File: src/rtl/adc_capture.sv
// adc_capture: SAR conversion sequencer with ready-edge capture, 2^N averager and FWFT result FIFO
module adc_capture #(
  parameter int RESOLUTION = 8,
  parameter int FIFO_DEPTH = 4,
  parameter int PERIOD_W   = 16,
  localparam int CW = $clog2(FIFO_DEPTH + 1),
  localparam int AW = $clog2(FIFO_DEPTH)
) (
  input  logic                  clk_i,
  input  logic                  rst_ni,
  input  logic                  enable_i,
  input  logic                  clear_i,
  input  logic [PERIOD_W-1:0]   period_i,
  input  logic [1:0]            avg_log2_i,
  output logic                  start_o,
  input  logic                  adc_rdy_i,
  input  logic [RESOLUTION-1:0] adc_result_i,
  output logic [RESOLUTION-1:0] data_o,
  output logic                  valid_o,
  input  logic                  ready_i,
  output logic [CW-1:0]         count_o,
  output logic                  overflow_o,
  output logic                  late_o
);
  logic [PERIOD_W-1:0]   timer;
  logic                  busy, rdy_q;
  logic [RESOLUTION+2:0] acc, sum;
  logic [3:0]            cnt;
  logic [1:0]            win, cur_win;
  logic [RESOLUTION-1:0] mem [FIFO_DEPTH];
  logic [AW-1:0]         wr_ptr, rd_ptr;
  logic                  tick, rise, done, full, pop, push, drop;
  logic [RESOLUTION-1:0] avg_word;
  always_comb begin
    tick     = enable_i && timer == '0;
    rise     = adc_rdy_i && !rdy_q;
    cur_win  = cnt == 4'd0 ? avg_log2_i : win;
    sum      = acc + {3'b000, adc_result_i};
    done     = enable_i && rise && (cnt + 4'd1 == 4'd1 << cur_win);
    avg_word = RESOLUTION'(sum >> cur_win);
    valid_o  = count_o != '0;
    full     = count_o == CW'(FIFO_DEPTH);
    pop      = valid_o && ready_i;
    push     = done && (!full || pop);
    drop     = done && full && !pop;
    data_o   = valid_o ? mem[rd_ptr] : '0;
  end
  // Timer, start pulse and SAR busy tracking are untouched by clear_i
  always_ff @(posedge clk_i or negedge rst_ni) begin
    if (!rst_ni) begin
      timer   <= '0;
      start_o <= 1'b0;
      busy    <= 1'b0;
      rdy_q   <= 1'b0;
      late_o  <= 1'b0;
    end else begin
      timer   <= !enable_i ? '0 : tick ? period_i : timer - PERIOD_W'(1);
      start_o <= tick && !busy;
      busy    <= (tick && !busy) ? 1'b1 : rise ? 1'b0 : busy;
      rdy_q   <= adc_rdy_i;
      late_o  <= !clear_i && (late_o || (tick && busy));
    end
  end
  always_ff @(posedge clk_i or negedge rst_ni) begin
    if (!rst_ni) begin
      acc <= '0;
      cnt <= '0;
      win <= '0;
    end else if (clear_i || !enable_i) begin
      acc <= '0;
      cnt <= '0;
    end else if (rise) begin
      acc <= done ? '0 : sum;
      cnt <= done ? 4'd0 : cnt + 4'd1;
      win <= cur_win;
    end
  end
  always_ff @(posedge clk_i or negedge rst_ni) begin
    if (!rst_ni) begin
      wr_ptr     <= '0;
      rd_ptr     <= '0;
      count_o    <= '0;
      overflow_o <= 1'b0;
    end else if (clear_i) begin
      wr_ptr     <= '0;
      rd_ptr     <= '0;
      count_o    <= '0;
      overflow_o <= 1'b0;
    end else begin
      wr_ptr     <= push ? wr_ptr + AW'(1) : wr_ptr;
      rd_ptr     <= pop ? rd_ptr + AW'(1) : rd_ptr;
      count_o    <= count_o + CW'(push) - CW'(pop);
      overflow_o <= overflow_o || drop;
    end
  end
  // Storage needs no reset: data_o is masked while the FIFO is empty
  always_ff @(posedge clk_i) begin
    if (push && !clear_i) mem[wr_ptr] <= avg_word;
  end
endmodule

File: config.mk
export PLATFORM = sky130hd
export DESIGN_NAME = adc_capture
export DESIGN_NICKNAME = d
export VERILOG_FILES = /design/src/rtl/adc_capture.sv
export SDC_FILE = /design/constraint.sdc
export NUM_CORES = 1
export LEC_CHECK = 0
export CORE_UTILIZATION = 53
export CTS_BUF_LIST = sky130_fd_sc_hd__clkbuf_4
export CTS_CLUSTER_SIZE = 30
export DETAILED_ROUTE_END_ITERATION = 10
export GPL_TIMING_DRIVEN = 0
export PLACE_DENSITY = 0.79
export SLEW_MARGIN = 10
export SYNTH_ARGS = -nofsm -noshare
export SYNTH_HDL_FRONTEND = slang
export SYNTH_SLANG_ARGS = --single-unit
export TNS_END_PERCENT = 20
File: constraint.sdc
create_clock -name clk_i -period 3.3 [get_ports clk_i]
set_input_delay 0.495 -clock clk_i [delete_from_list [all_inputs] [get_ports clk_i]]
set_output_delay 0.495 -clock clk_i [all_outputs]
set_load 0.005 [all_outputs]
==> summary.md <==
| Metric | Value |
|---|---|
| Critical path depth | 10 |
| RePlAce Congestion | 0.847 |
| Skew-Pair Late Insertion Delay | about 0.43 ns |
| Cells after Synth | 372 |
| DRC viols | 0 |
| Root buf cell | clkbuf_4 |
| Initial antenna violation count | 0 |
| Final setup margin | 0.134 ns |
| FF-to-FF Start | cnt[0] |
| GRT overflow | 0 |
| WL per Instance | around 16 um |
| Synth warnings | 0 |
| Antenna cell count | 0 |
| Yosys top cell by area | dfrtp_1 |
| Synth top area share | 26.3% |
| Reg-to-reg slack, setup | 0.16 ns |
| Num CTS Buffers | 9 |
| Die area | 8450 sq um |
| First-pass GRT wire length | ~14000 um |
| Switching portion of total power | 32.5% |
| Std-Cell Rows | 32 |
| Hold Violations, Final | 0 |
| R2R depth | 15 |
| Relative slew slack | 38.1% |
| Final wirelength | about 8500 um |
| RSZ-0062 raised after global routing | false |
| Crit path max-delay family | compound AO/OA/AOI/OAI gates |
| Cells along the critical path | clkdlybuf4s50_1 > ha_1 > inv_1 > fa_1 > nand2b_1 > a21oi_1 > nor2_1 > xnor2_1 > o22ai_1 > a221oi_1 |
| # clock sinks | 77 |
| Initial DRC Count | 142 |
| Period utilization | 95.9% |
| Tot Pwr | 3030 uW |
| Vias | 3056 |
| Final setup skew | approximately 0.019 ns |
| Fraction of layout cells with a size suffix above 1 | 12.0% |
| CP endpoint | mem[0][6] |
| Crit path buffers/inverters | 2 |
| Crit-path max cell delay | 0.62 ns |
| Sequential share of power | between 40% and 50% |
| Reg2reg end | count_o[1] |
| P_sw | approximately 980 uW |
| Mapped Avg Cell Area | 11.5 sq um |
| Power Density | 588 nW/um^2 |
| Tot GR Track Use | 21.9% |
| Number of enable flip-flop cells after synthesis | 32 |
| Clock Power Share | 21.9% |
| Post-route ant nets | 0 |
| Startpoint types | primary input |
| Synth area leaders | dfrtp_1, edfxtp_1, ha_1 |
| Mapped cell area | 4280 sq um |
| Commonest non-fill, non-tap cells in the layout | dfrtp_1, clkdlybuf4s50_1, edfxtp_1, nor2_1, nand2_1 |
| Drt first pass iters | 5 |
| CP arrival | 3.29 ns |
| Cell variety after synth | 55 |
| Initial core utilization | 55.2% |
| Largest net degree at the start of global routing | 36 |
| Nets | between 400 and 500 |
| # setup viols final | 0 |
| Post-DP HPWL | slightly above 6000 um |
| Chip height | 91.9 um |
| Seq/Total Area, Yosys | approximately 49% |
| Vias in the first global route | 3027 |
| Synth Register Bits | 77 |
| Clock Path Buffers | 2 |
| Drt via density | around 5.6 |
| Slowest stage cell on the critical path | a221oi_1 |
| Area delta synth->final | 20.2% |
| I/O pins | 47 |
| Peak VDD IR | 0.000420 V |
| Outcome | finished clean |
| Cell internal pwr | 2050 uW |
| Critical Path RT | 3.43 ns |
| I/O Buffers | 45 |
| Post-layout min period | between 3 and 4 ns |
| Logic gate share of total power | a little under two fifths |
| CTS tree | yes |
| Min-Delay Path Class | in -> async |
| CTS H-tree lvls | 3 |
| Core Area | 7770 sq um |
| CP startpoint | adc_result_i[0] |
| Max Cap Viol | 0 |
| P_leak | approximately 0.0022 uW |
| Most used DFF post-synth | dfrtp_1 |
| Worst-path clk slew | around 0.13 ns |
| Final Slew Violations | 0 |
| DIE WIDTH | between 90 and 100 um |
| Max Fclk | ~320 MHz |
| Worst-margin pin slew | 0.920 ns |
| Dpl ws | -0.282 ns |
| Async set or reset register ratio after synthesis | around three fifths |
| Critical path peak fanout | 5 |
| Kind of critical path | in -> reg |
| Syn Nets | 423 |
| Setup crit end kind | flip-flop |
per-stage QoR:
step	hold WS [ns]	utilization [%]	instances	area [sq um]	TNS, ns
after floorplan	0.199	-	372	4280	0
after global placement	0.462	62.6	519	4860	-0.496
after detailed placement	0.390	62.8	520	4880	-1.08
after CTS	0.445	65.6	541	5100	0
after global routing	0.458	66.3	544	5150	0
final	0.460	66.3	544	5150	0
power groups by stage:
stage / Combinational, uW / Clock, uW / Sequential [uW]
finish: 1120 / 663 / 1250
global route: 1250 / 719 / 1260
CTS: 1120 / 676 / 1250
detailed placement: 1100 / 0 / 1270
global placement: 1060 / 0 / 1260
floorplan: 762 / 0 / 1240
layout make-up:
| type | instances | area (sq um) |
|---|---|---|
| plain buffers | 15 | 73.8 |
| clock buffers | 9 | 67.6 |
| clock inverters | 7 | 98.8 |
| fillers | 598 | 2620 |
| inverters | 23 | 86.3 |
| multi-input cells | 257 | 2080 |
| flip-flops and latches | 77 | 2090 |
| well taps | 102 | 128 |
| repair buffers | 54 | 528 |
state kept, by name, summed over array words and instances, names as in the netlist:
| register | flops |
|---|---|
| rd_ptr | 2 |
| wr_ptr | 2 |
| busy | 1 |
| late_o | 1 |
| timer | 16 |
| count_o | 3 |
| win | 2 |
| overflow_o | 1 |
| cnt | 4 |
| acc | 11 |
| mem | 32 |
| start_o | 1 |
| rdy_q | 1 |
timing repair:
item	in CTS	in global routing
hold endpoints to repair	10	0
setup buffers	4	3
hold buffers	1	0
endpoints found under the setup margin	2	2
resized for setup	3	7
cloned	0	0
pin swaps	1	2
cell families after synthesis:
kind of cell	after synthesis	share of synthesized area, %
simple gates	111	13.9
flops	77	48.7
compound gates	70	12.3
buf+inv	38	3.74
mux	31	10.1
xor+xnor	26	5.32
fa+ha+maj	19	5.90
cells in the mapped netlist, drive strengths merged, types with 2 or more instances:
| cell | instances |
|---|---|
| o21a | 2 |
| nor3 | 9 |
| mux2i | 19 |
| o21ai | 13 |
| nand2 | 24 |
| ha | 17 |
| nor2 | 26 |
| fa | 2 |
| nor4 | 4 |
| and3b | 4 |
| or3 | 3 |
| mux4 | 9 |
| inv | 23 |
| and2 | 10 |
| xnor2 | 18 |
| nand2b | 8 |
| a211o | 2 |
| mux2 | 3 |
| nand3b | 2 |
| a32o | 10 |
| o22ai | 2 |
| o211a | 8 |
| or4 | 3 |
| buf | 5 |
| or3b | 2 |
| dfrtp | 45 |
| edfxtp | 32 |
| nand3 | 7 |
| a21oi | 12 |
| o31ai | 4 |
| nor2b | 5 |
| clkbuf | 10 |
| a21o | 3 |
| xor2 | 8 |
| a211oi | 6 |
how the worst min path moves through the flow:
| stage | startpoint | to | slack, ns | cells after the start |
|---|---|---|---|---|
| detailed placement | rst_ni | count_o[2] | 0.39 | 1 |
| finish | rst_ni | count_o[2] | 0.46 | 2 |
| global route | rst_ni | count_o[1] | 0.46 | 2 |
| global placement | busy | start_o | 0.46 | 1 |
| floorplan | rst_ni | acc[0] | 0.20 | 0 |
| CTS | rst_ni | count_o[2] | 0.44 | 2 |
metal layers:
metal  vias to the layer above  track usage, %  part of all wire, %
met2                        55            37.3                   51
met4                         0            6.25                 0.95
li1                       1491               -                    -
met5                         -               0                    0
met1                      1502            28.6                   45
met3                         8            4.23                  2.9
(Power assumes the default switching activity.)
